`config.mk`:
```
export PLATFORM = sky130hd
export DESIGN_NAME = seq_shift_add_multiplier
export DESIGN_NICKNAME = d
export VERILOG_FILES = /design/src/rtl/seq_mult_pkg.sv /design/src/rtl/seq_mult_sign_fix.sv /design/src/rtl/seq_shift_add_multiplier.sv
export SDC_FILE = /design/constraint.sdc
export NUM_CORES = 1
export LEC_CHECK = 0
export ABC_AREA = 1
export BUFFER_PORTS_ARGS = -buffer_cell sky130_fd_sc_hd__buf_4
export CORE_MARGIN = 2
export CORE_UTILIZATION = 55
export DETAILED_ROUTE_END_ITERATION = 16
export PLACE_DENSITY_LB_ADDON = 0.05
export RECOVER_POWER = 100
export SLEW_MARGIN = 20
export SYNTH_ARGS = -nofsm -noshare
export SYNTH_HDL_FRONTEND = slang
export SYNTH_SLANG_ARGS = --single-unit
export TNS_END_PERCENT = 100
```
`constraint.sdc`:
```
create_clock -name clk -period 4.75 [get_ports clk]
set_clock_uncertainty 0.2 [all_clocks]
set_input_delay 0.95 -clock clk [delete_from_list [all_inputs] [get_ports clk]]
set_output_delay 0.95 -clock clk [all_outputs]
set_load 0.05 [all_outputs]
```
`src/rtl/seq_mult_pkg.sv`:
```
// Shared types and width helpers for the shift-add multiplier.
package seq_mult_pkg;

    typedef enum logic {
        IDLE = 1'b0,
        RUN  = 1'b1
    } state_t;

    // Step counter only has to reach WIDTH-1; keep at least one bit for WIDTH=2.
    function automatic int count_width(input int width);
        return (width > 2) ? $clog2(width) : 1;
    endfunction

    function automatic int prod_width(input int width);
        return 2 * width;
    endfunction

endpackage

```
`src/rtl/seq_mult_sign_fix.sv`:
```
// Magnitude/sign capture and final negation for two's complement operation.
// Only built when SEQ_MULT_SIGNED_EN is defined.
`ifdef SEQ_MULT_SIGNED_EN
module seq_mult_sign_fix #(
    parameter int WIDTH = 4
) (
    input  logic [WIDTH-1:0]   a,
    input  logic [WIDTH-1:0]   b,
    input  logic [2*WIDTH-1:0] acc,
    input  logic               neg,
    output logic [WIDTH-1:0]   a_mag,
    output logic [WIDTH-1:0]   b_mag,
    output logic               sign,
    output logic [2*WIDTH-1:0] p_fixed
);

    // The most-negative value negates to itself, which read unsigned is its magnitude.
    assign a_mag   = a[WIDTH-1] ? -a : a;
    assign b_mag   = b[WIDTH-1] ? -b : b;
    assign sign    = a[WIDTH-1] ^ b[WIDTH-1];
    assign p_fixed = neg ? -acc : acc;

endmodule
`endif

```
`src/rtl/seq_shift_add_multiplier.sv`:
```
// Iterative shift-add multiplier, one multiplier bit per clock.
// Define SEQ_MULT_SIGNED_EN for two's complement operands.
module seq_shift_add_multiplier
    import seq_mult_pkg::*;
#(
    parameter int WIDTH = 4
) (
    input  logic               clk,
    input  logic               rst_n,
    input  logic               start,
    input  logic [WIDTH-1:0]   a,
    input  logic [WIDTH-1:0]   b,
    output logic               busy,
    output logic               done,
    output logic [2*WIDTH-1:0] p,
    output logic               state_dbg
);

    localparam int PW = prod_width(WIDTH);
    localparam int CW = count_width(WIDTH);

    // Handshake: start is taken only in IDLE (busy=0), operands are captured on
    // that edge; busy stays high for WIDTH cycles, then done pulses for one cycle
    // with p valid. p holds until the next done.

    state_t          state, state_d;
    logic [PW-1:0]   acc, acc_d, mcand, mcand_d, p_d, acc_sum, p_res;
    logic [WIDTH-1:0] mplier, mplier_d, a_mag, b_mag;
    logic [CW-1:0]   count, count_d;
    logic            busy_d, done_d, last_step;

`ifdef SEQ_MULT_SIGNED_EN
    logic neg_q, neg_d, sign_in;

    seq_mult_sign_fix #(.WIDTH(WIDTH)) u_sign_fix (
        .a       (a),
        .b       (b),
        .acc     (acc_sum),
        .neg     (neg_q),
        .a_mag   (a_mag),
        .b_mag   (b_mag),
        .sign    (sign_in),
        .p_fixed (p_res)
    );
`else
    assign a_mag = a;
    assign b_mag = b;
    assign p_res = acc_sum;
`endif

    assign acc_sum   = mplier[0] ? (acc + mcand) : acc;
    assign last_step = (count == CW'(WIDTH - 1));
    assign state_dbg = (state == RUN);

    always_comb begin
        state_d  = state;
        acc_d    = acc;
        mcand_d  = mcand;
        mplier_d = mplier;
        count_d  = count;
        busy_d   = busy;
        done_d   = 1'b0;
        p_d      = p;
`ifdef SEQ_MULT_SIGNED_EN
        neg_d    = neg_q;
`endif
        case (state)
            IDLE: begin
                if (start) begin
                    state_d  = RUN;
                    busy_d   = 1'b1;
                    acc_d    = '0;
                    mcand_d  = {{WIDTH{1'b0}}, a_mag};
                    mplier_d = b_mag;
                    count_d  = '0;
`ifdef SEQ_MULT_SIGNED_EN
                    neg_d    = sign_in;
`endif
                end
            end
            RUN: begin
                acc_d    = acc_sum;
                mcand_d  = mcand << 1;
                mplier_d = mplier >> 1;
                count_d  = count + CW'(1);
                if (last_step) begin
                    state_d = IDLE;
                    busy_d  = 1'b0;
                    done_d  = 1'b1;
                    p_d     = p_res;
                    count_d = '0;
                end
            end
            default: state_d = IDLE;
        endcase
    end

    always_ff @(posedge clk or negedge rst_n) begin
        if (!rst_n) begin
            state  <= IDLE;
            acc    <= '0;
            mcand  <= '0;
            mplier <= '0;
            count  <= '0;
            busy   <= 1'b0;
            done   <= 1'b0;
            p      <= '0;
`ifdef SEQ_MULT_SIGNED_EN
            neg_q  <= 1'b0;
`endif
        end else begin
            state  <= state_d;
            acc    <= acc_d;
            mcand  <= mcand_d;
            mplier <= mplier_d;
            count  <= count_d;
            busy   <= busy_d;
            done   <= done_d;
            p      <= p_d;
`ifdef SEQ_MULT_SIGNED_EN
            neg_q  <= neg_d;
`endif
        end
    end

endmodule

```
==> impl_metrics.py, run 1 <==
metrics = {
    "synth": {
        "synthDistinctLibCells": 30,
        "synth-seq-area-share": 0.468,
        "syn-num-nets": 223,
        "yosys_warnings": 0,
        "syn-instance-count": 203,
        "synth_area_per_cell_sq_um": 8.68,
        "synthesis.area_sq_um": 1760,
        "synth_seq_cells": 33,
    },
    "place": {
        "place_hpwl_um": 2580,
        "place_congestion": 0.801,
        "place_inst": 263,
        "pre_cts_ws_ns": 2.66,
        "portBuffers": 21,
    },
    "setup_path": {
        "path_cells": "clkbuf_1",
        "critPathLaunchType": "register",
        "critPathCaptureType": "primary output",
        "reg2reg_depth": 3,
        "cp_max_fo": 14,
        "slowest_stage": "dfrtp_1",
        "cp.depth": 1,
        "crit_buf_inv": 1,
        "cp.required_ns": 3.60,
        "critPathMaxStageDelay_ns": 0.63,
        "cp_top_family": "flip-flops",
        "critical_path_class": "register to primary output",
        "arrival_ns": 1.48,
    },
    "routing": {
        "drc": 0,
        "drt_iter0_markers": 61,
        "antenna_left": 0,
        "drt-vias-per-instance": 5.01,
        "wl_per_cell_um": 12.9,
        "routed_wirelength_um": 3470,
        "vias": 1352,
        "first_pass_iters": 4,
    },
    "clock_tree": {
        "postCtsHoldBufs": 0,
        "htree_levels": 2,
        "numClockSinks": 33,
        "cts_buffers": 5,
        "cts_tree": "built",
        "clkLatencyLatePin_ns": 0.34,
        "path_clk_slew_ns": 0.10,
        "cts_root_buffer": "clkbuf_4",
        "cts-resized-gates": 0,
        "cts_max_path_buffers": 2,
        "cts_setup_buffers": 0,
    },
    "timing": {
        "hold_violations": 0,
        "rsz0062_at_grt": "no",
        "slew_headroom": -0.170,
        "max_freq_mhz": 380,
        "fin_crit_sh": 0.554,
        "worst_slack_ns": 2.12,
        "setup_viol_count_final": 0,
        "fin_tns_setup_ns": 0,
        "drv_slew": 34,
        "worst_pin_slew_ns": 1.76,
        "min_period_ns": 2.63,
    },
    "finish": {
        "antenna_cells": 0,
        "final_nets": 246,
        "fillers": 297,
        "postLayoutCoreUtil": 0.629,
        "syn_to_final_growth_pct": 8.87,
        "drive_gt1_frac": 0.146,
        "finalNonFillerCells": 270,
    },
    "floorplan": {
        "die_h_um": 60.6,
        "io_pins": 22,
        "dieArea_sq_um": 3670,
        "initial_utilization": 0.577,
        "row_count": 20,
        "die-width_um": 60.6,
        "fp.coreArea_sq_um": 3050,
    },
    "power": {
        "p_per_area_nw_per_um2": 683,
        "leakage_uw": 0.000964,
        "p_total_uw": 1310,
        "irDropWorstVdd_v": 0.000340,
    },
    "grt": {
        "grt_pass1_wl_um": 5740,
        "grt_max_degree": 34,
        "track_usage": 0.217,
        "grt_overflow_total": 0,
        "grt_pass1_vias": 1257,
        "antenna_found_initial": 0,
    },
    "min_path": {
        "min_delay_path_depth": 2,
        "hold_path.class": "register to register",
    },
    "outcome": {
        "violations": "capacitance limit, slew limit",
        "outcome": "finished, violations left",
    },
    "job": {
        "drv_cap": 1,
    },
}
==> cell families (layout without fill, tap and decap cells) <==
logic type | count (synthesis) | after routing | share of synthesized area
buffers and inverters | 29 | 52 | 0.0830
adder cells (fa/ha/maj) | 9 | 9 | 0.0681
flip-flops | 33 | 33 | 0.468
AND/OR/NAND/NOR | 104 | 104 | 0.276
AO/OA/AOI/OAI | 27 | 27 | 0.0994
XOR/XNOR | 1 | 1 | 0.00497
==> sequential cells by signal, indices dropped and copies added (netlist names) <==
signal / cells
mplier: 4
busy: 1
count: 2
p: 8
acc: 8
mcand: 8
done: 1
state_dbg: 1
==> placed cells by master (no fill, tap or decap), types with 2 or more instances in the layout <==
cell type | netlist | routed
clkbuf_1 | 0 | 12
buf_4 | 2 | 8
nand2_1 | 66 | 66
inv_1 | 22 | 22
ha_1 | 8 | 8
nor2_1 | 6 | 7
a21oi_1 | 2 | 2
nand3_2 | 4 | 4
clkbuf_4 | 0 | 6
nand2_2 | 3 | 3
o22ai_1 | 3 | 3
o211ai_1 | 3 | 3
dfrtp_1 | 33 | 33
or2_2 | 3 | 3
o21ai_0 | 8 | 15
nand3_1 | 17 | 17
==> where the power goes <==
group / total (uW) / internal (uW) / switching, uW
combinational: 654 / 207 / 447
clock: 164 / 69.3 / 94.4
sequential: 493 / 394 / 98.3
total: 1310 / 670 / 640
==> path summary, 6_finish.rpt <==
path | start | slack (ns) | to
worst max-delay path | state_dbg$_DFF_PN0_ | 2.12 | state_dbg
worst min-delay path | p[3]$_DFFE_PN0P_ | 0.29 | p[3]$_DFFE_PN0P_
worst max register to register | state_dbg$_DFF_PN0_ | 2.46 | mcand[4]$_DFFE_PN0P_
worst min register to register | p[3]$_DFFE_PN0P_ | 0.29 | p[3]$_DFFE_PN0P_
max in group asynchronous | rst_n | 2.46 | acc[7]$_DFFE_PN0P_
min in group asynchronous | rst_n | 0.86 | acc[1]$_DFFE_PN0P_
==> Yosys cell counts <==
cell type | count | area share
a21oi_1 | 2 | 0.0057
a21oi_4 | 1 | 0.0092
a22o_1 | 1 | 0.0050
buf_2 | 1 | 0.0028
buf_4 | 2 | 0.0085
buf_6 | 2 | 0.013
bufinv_8 | 1 | 0.0099
dfrtp_1 | 33 | 0.47
fa_1 | 1 | 0.011
ha_1 | 8 | 0.057
inv_1 | 22 | 0.047
inv_2 | 1 | 0.0021
nand2_1 | 66 | 0.14
nand2_2 | 3 | 0.011
nand3_1 | 17 | 0.048
nand3_2 | 4 | 0.023
nand3b_1 | 1 | 0.0043
nand3b_4 | 1 | 0.011
nor2_1 | 6 | 0.013
nor2_2 | 1 | 0.0036
nor2_4 | 1 | 0.0064
o211ai_1 | 3 | 0.013
o21ai_0 | 8 | 0.023
o21ai_1 | 5 | 0.014
o21ai_2 | 3 | 0.015
o22ai_1 | 3 | 0.011
o31ai_1 | 1 | 0.0043
or2_2 | 3 | 0.011
or2_4 | 1 | 0.0050
xnor2_1 | 1 | 0.0050
==> metrics by stage <==
stage / hold WS, ns / cell area, sq um
2_1_floorplan: 0.262 / 1760
4_1_cts: 0.295 / 1990
3_5_place_dp: 0.271 / 1930
5_1_grt: 0.300 / 1920
3_3_place_gp: 0.268 / 1930
6_report: 0.289 / 1920
==> routing by layer <==
layer  up-vias  track usage  part of all wire
met5         -            0                 0
met4         0       0.0776             0.018
met3         8       0.0682             0.039
met2        31        0.339              0.46
met1       612        0.287              0.48
li1        701            -                 -
==> area by class of cell <==
type	instances	area (sq um)	area share
clock buffers	6	51.3	0.0267
clock inverters	1	7.51	0.00391
inverters	24	91.3	0.0476
multi-input cells	141	776	0.404
flip-flops and latches	33	826	0.430
well taps	44	55.1	0.0287
repair buffers	21	113	0.0587
No activity file was read; power rests on OpenSTA's default activity.
==> run 2, diff against run 1 <==
==> constraint.sdc (replaced) <==
create_clock -name clk -period 2.6 [get_ports clk]
set_clock_uncertainty 0.2 [all_clocks]
set_input_delay 0.52 -clock clk [delete_from_list [all_inputs] [get_ports clk]]
set_output_delay 0.52 -clock clk [all_outputs]
set_load 0.05 [all_outputs]
==> run 2 against run 1 <==
Net effect: the run now ends clean; final cell count rose by 1.5%; combinational power rose by 88%; clock power rose by 140%; die area did not move; sequential share of layout area fell by 1.4 points; sequential power rose by 84%; first-iteration DRC count fell by 9.8%; core utilization rose by 2.1 points; via count rose by 6.7%; largest cell class unchanged.
==> impl_metrics.py, run 2 (same netlist as run 1, synthesis figures left out) <==
metrics = {
    "outcome": {
        "outcome": "finished, final reports clean",
    },
    "floorplan": {
        "die-width_um": 60.6,
        "io_pins": 22,
        "dieArea_sq_um": 3670,
        "fp.coreArea_sq_um": 3050,
        "initial_utilization": 0.577,
        "die_h_um": 60.6,
        "row_count": 20,
    },
    "routing": {
        "drt-vias-per-instance": 5.26,
        "drt_iter0_markers": 55,
        "drc": 0,
        "first_pass_iters": 4,
        "routed_wirelength_um": 3710,
        "antenna_left": 0,
        "wl_per_cell_um": 13.6,
        "vias": 1442,
    },
    "timing": {
        "setup_viol_count_final": 0,
        "worst_slack_ns": 0.282,
        "slew_headroom": 0.458,
        "drv_slew": 0,
        "fin_hold_ws_ns": 0.189,
        "hold_violations": 0,
        "worst_pin_slew_ns": 0.813,
        "rsz0062_at_grt": "no",
        "fin_crit_sh": 0.891,
        "min_period_ns": 2.32,
        "fin_tns_setup_ns": 0,
        "max_freq_mhz": 431,
    },
    "place": {
        "place_hpwl_um": 2680,
        "place_congestion": 0.861,
        "pre_cts_ws_ns": 0.622,
        "portBuffers": 21,
        "place_inst": 265,
    },
    "power": {
        "p_total_uw": 2530,
        "leakage_uw": 0.00101,
        "p_per_area_nw_per_um2": 1280,
        "irDropWorstVdd_v": 0.000599,
    },
    "finish": {
        "syn_to_final_growth_pct": 12.6,
        "drive_gt1_frac": 0.148,
        "final_common_cell": "nand2_1",
        "layout_common_cells": "nand2_1, dfrtp_1, inv_1, nand3_1, clkbuf_1",
        "antenna_cells": 0,
        "finalNonFillerCells": 274,
        "reg_top3": "acc: 8 flops, mcand: 8 flops, p: 8 flops",
        "final_nets": 249,
    },
    "clock_tree": {
        "cts_max_path_buffers": 2,
        "numClockSinks": 33,
        "cts_tree": "built",
        "htree_levels": 2,
        "path_clk_slew_ns": 0.10,
        "cts_buffers": 5,
        "clkLatencyLatePin_ns": 0.33,
        "cts_setup_buffers": 0,
        "cts_root_buffer": "clkbuf_4",
    },
    "setup_path": {
        "crit_buf_inv": 1,
        "cp_top_family": "flip-flops",
        "rrSetupSlack_ns": 0.56,
        "path_cells": "clkbuf_1",
        "critPathCaptureType": "primary output",
        "critPathLaunchType": "register",
        "critical_path_class": "register to primary output",
        "arrival_ns": 1.60,
        "cp_max_fo": 14,
        "slowest_stage": "dfrtp_1",
        "critPathMaxStageDelay_ns": 0.74,
        "cp.required_ns": 1.88,
    },
    "grt": {
        "antenna_found_initial": 0,
        "grt_max_degree": 34,
        "grt_pass1_wl_um": 6340,
        "grt_pass1_vias": 1401,
        "track_usage": 0.239,
        "grt_overflow_total": 0,
    },
    "job": {
        "drv_cap": 0,
    },
    "min_path": {
        "hold_path.class": "input port to register",
    },
}
==> run 2: layout make-up <==
cell class / instances / area (sq um)
clock buffers: 7 / 55.1
clock inverters: 1 / 30.0
fillers: 302 / 1070
inverters: 24 / 104
multi-input cells: 141 / 783
flip-flops and latches: 33 / 826
well taps: 44 / 55.1
repair buffers: 24 / 131
==> run 2: report_power, final <==
part / switching (uW) / internal [uW]
Sequential: 187 / 720
Combinational: 823 / 405
Clock: 169 / 230
==> run 2: routing by layer <==
layer | vias to the layer above | part of all wire | global-route usage
met1 | 703 | 0.42 | 0.295
met4 | 0 | 0.015 | 0.0714
met5 | - | 0 | 0
met3 | 7 | 0.038 | 0.0576
met2 | 28 | 0.52 | 0.415
li1 | 704 | - | -
==> run 2: repair_timing <==
action | CTS | global route
hold endpoints to repair | 33 | 0
hold buffers | 1 | 0
resized for setup | 0 | 0
==> run 2: path summary, 6_finish.rpt <==
check                               startpoint                   end  cells past startpoint
setup reg to reg            acc[0]$_DFFE_PN0P_      p[4]$_DFFE_PN0P_                      9
setup / recovery           state_dbg$_DFF_PN0_             state_dbg                      1
max in group asynchronous                rst_n    acc[3]$_DFFE_PN0P_                      2
hold reg to reg               p[5]$_DFFE_PN0P_      p[5]$_DFFE_PN0P_                      2
min in group asynchronous                rst_n      p[6]$_DFFE_PN0P_                      2
hold / removal                            a[3]  mcand[3]$_DFFE_PN0P_                      3
==> run 2: metrics by stage <==
stage / instance area [sq um] / utilization
final: 1980 / 0.650
after global routing: 1980 / 0.650
after CTS: 2040 / 0.669
after detailed placement: 1950 / 0.638
after global placement: 1950 / 0.638
after floorplan: 1760 / -
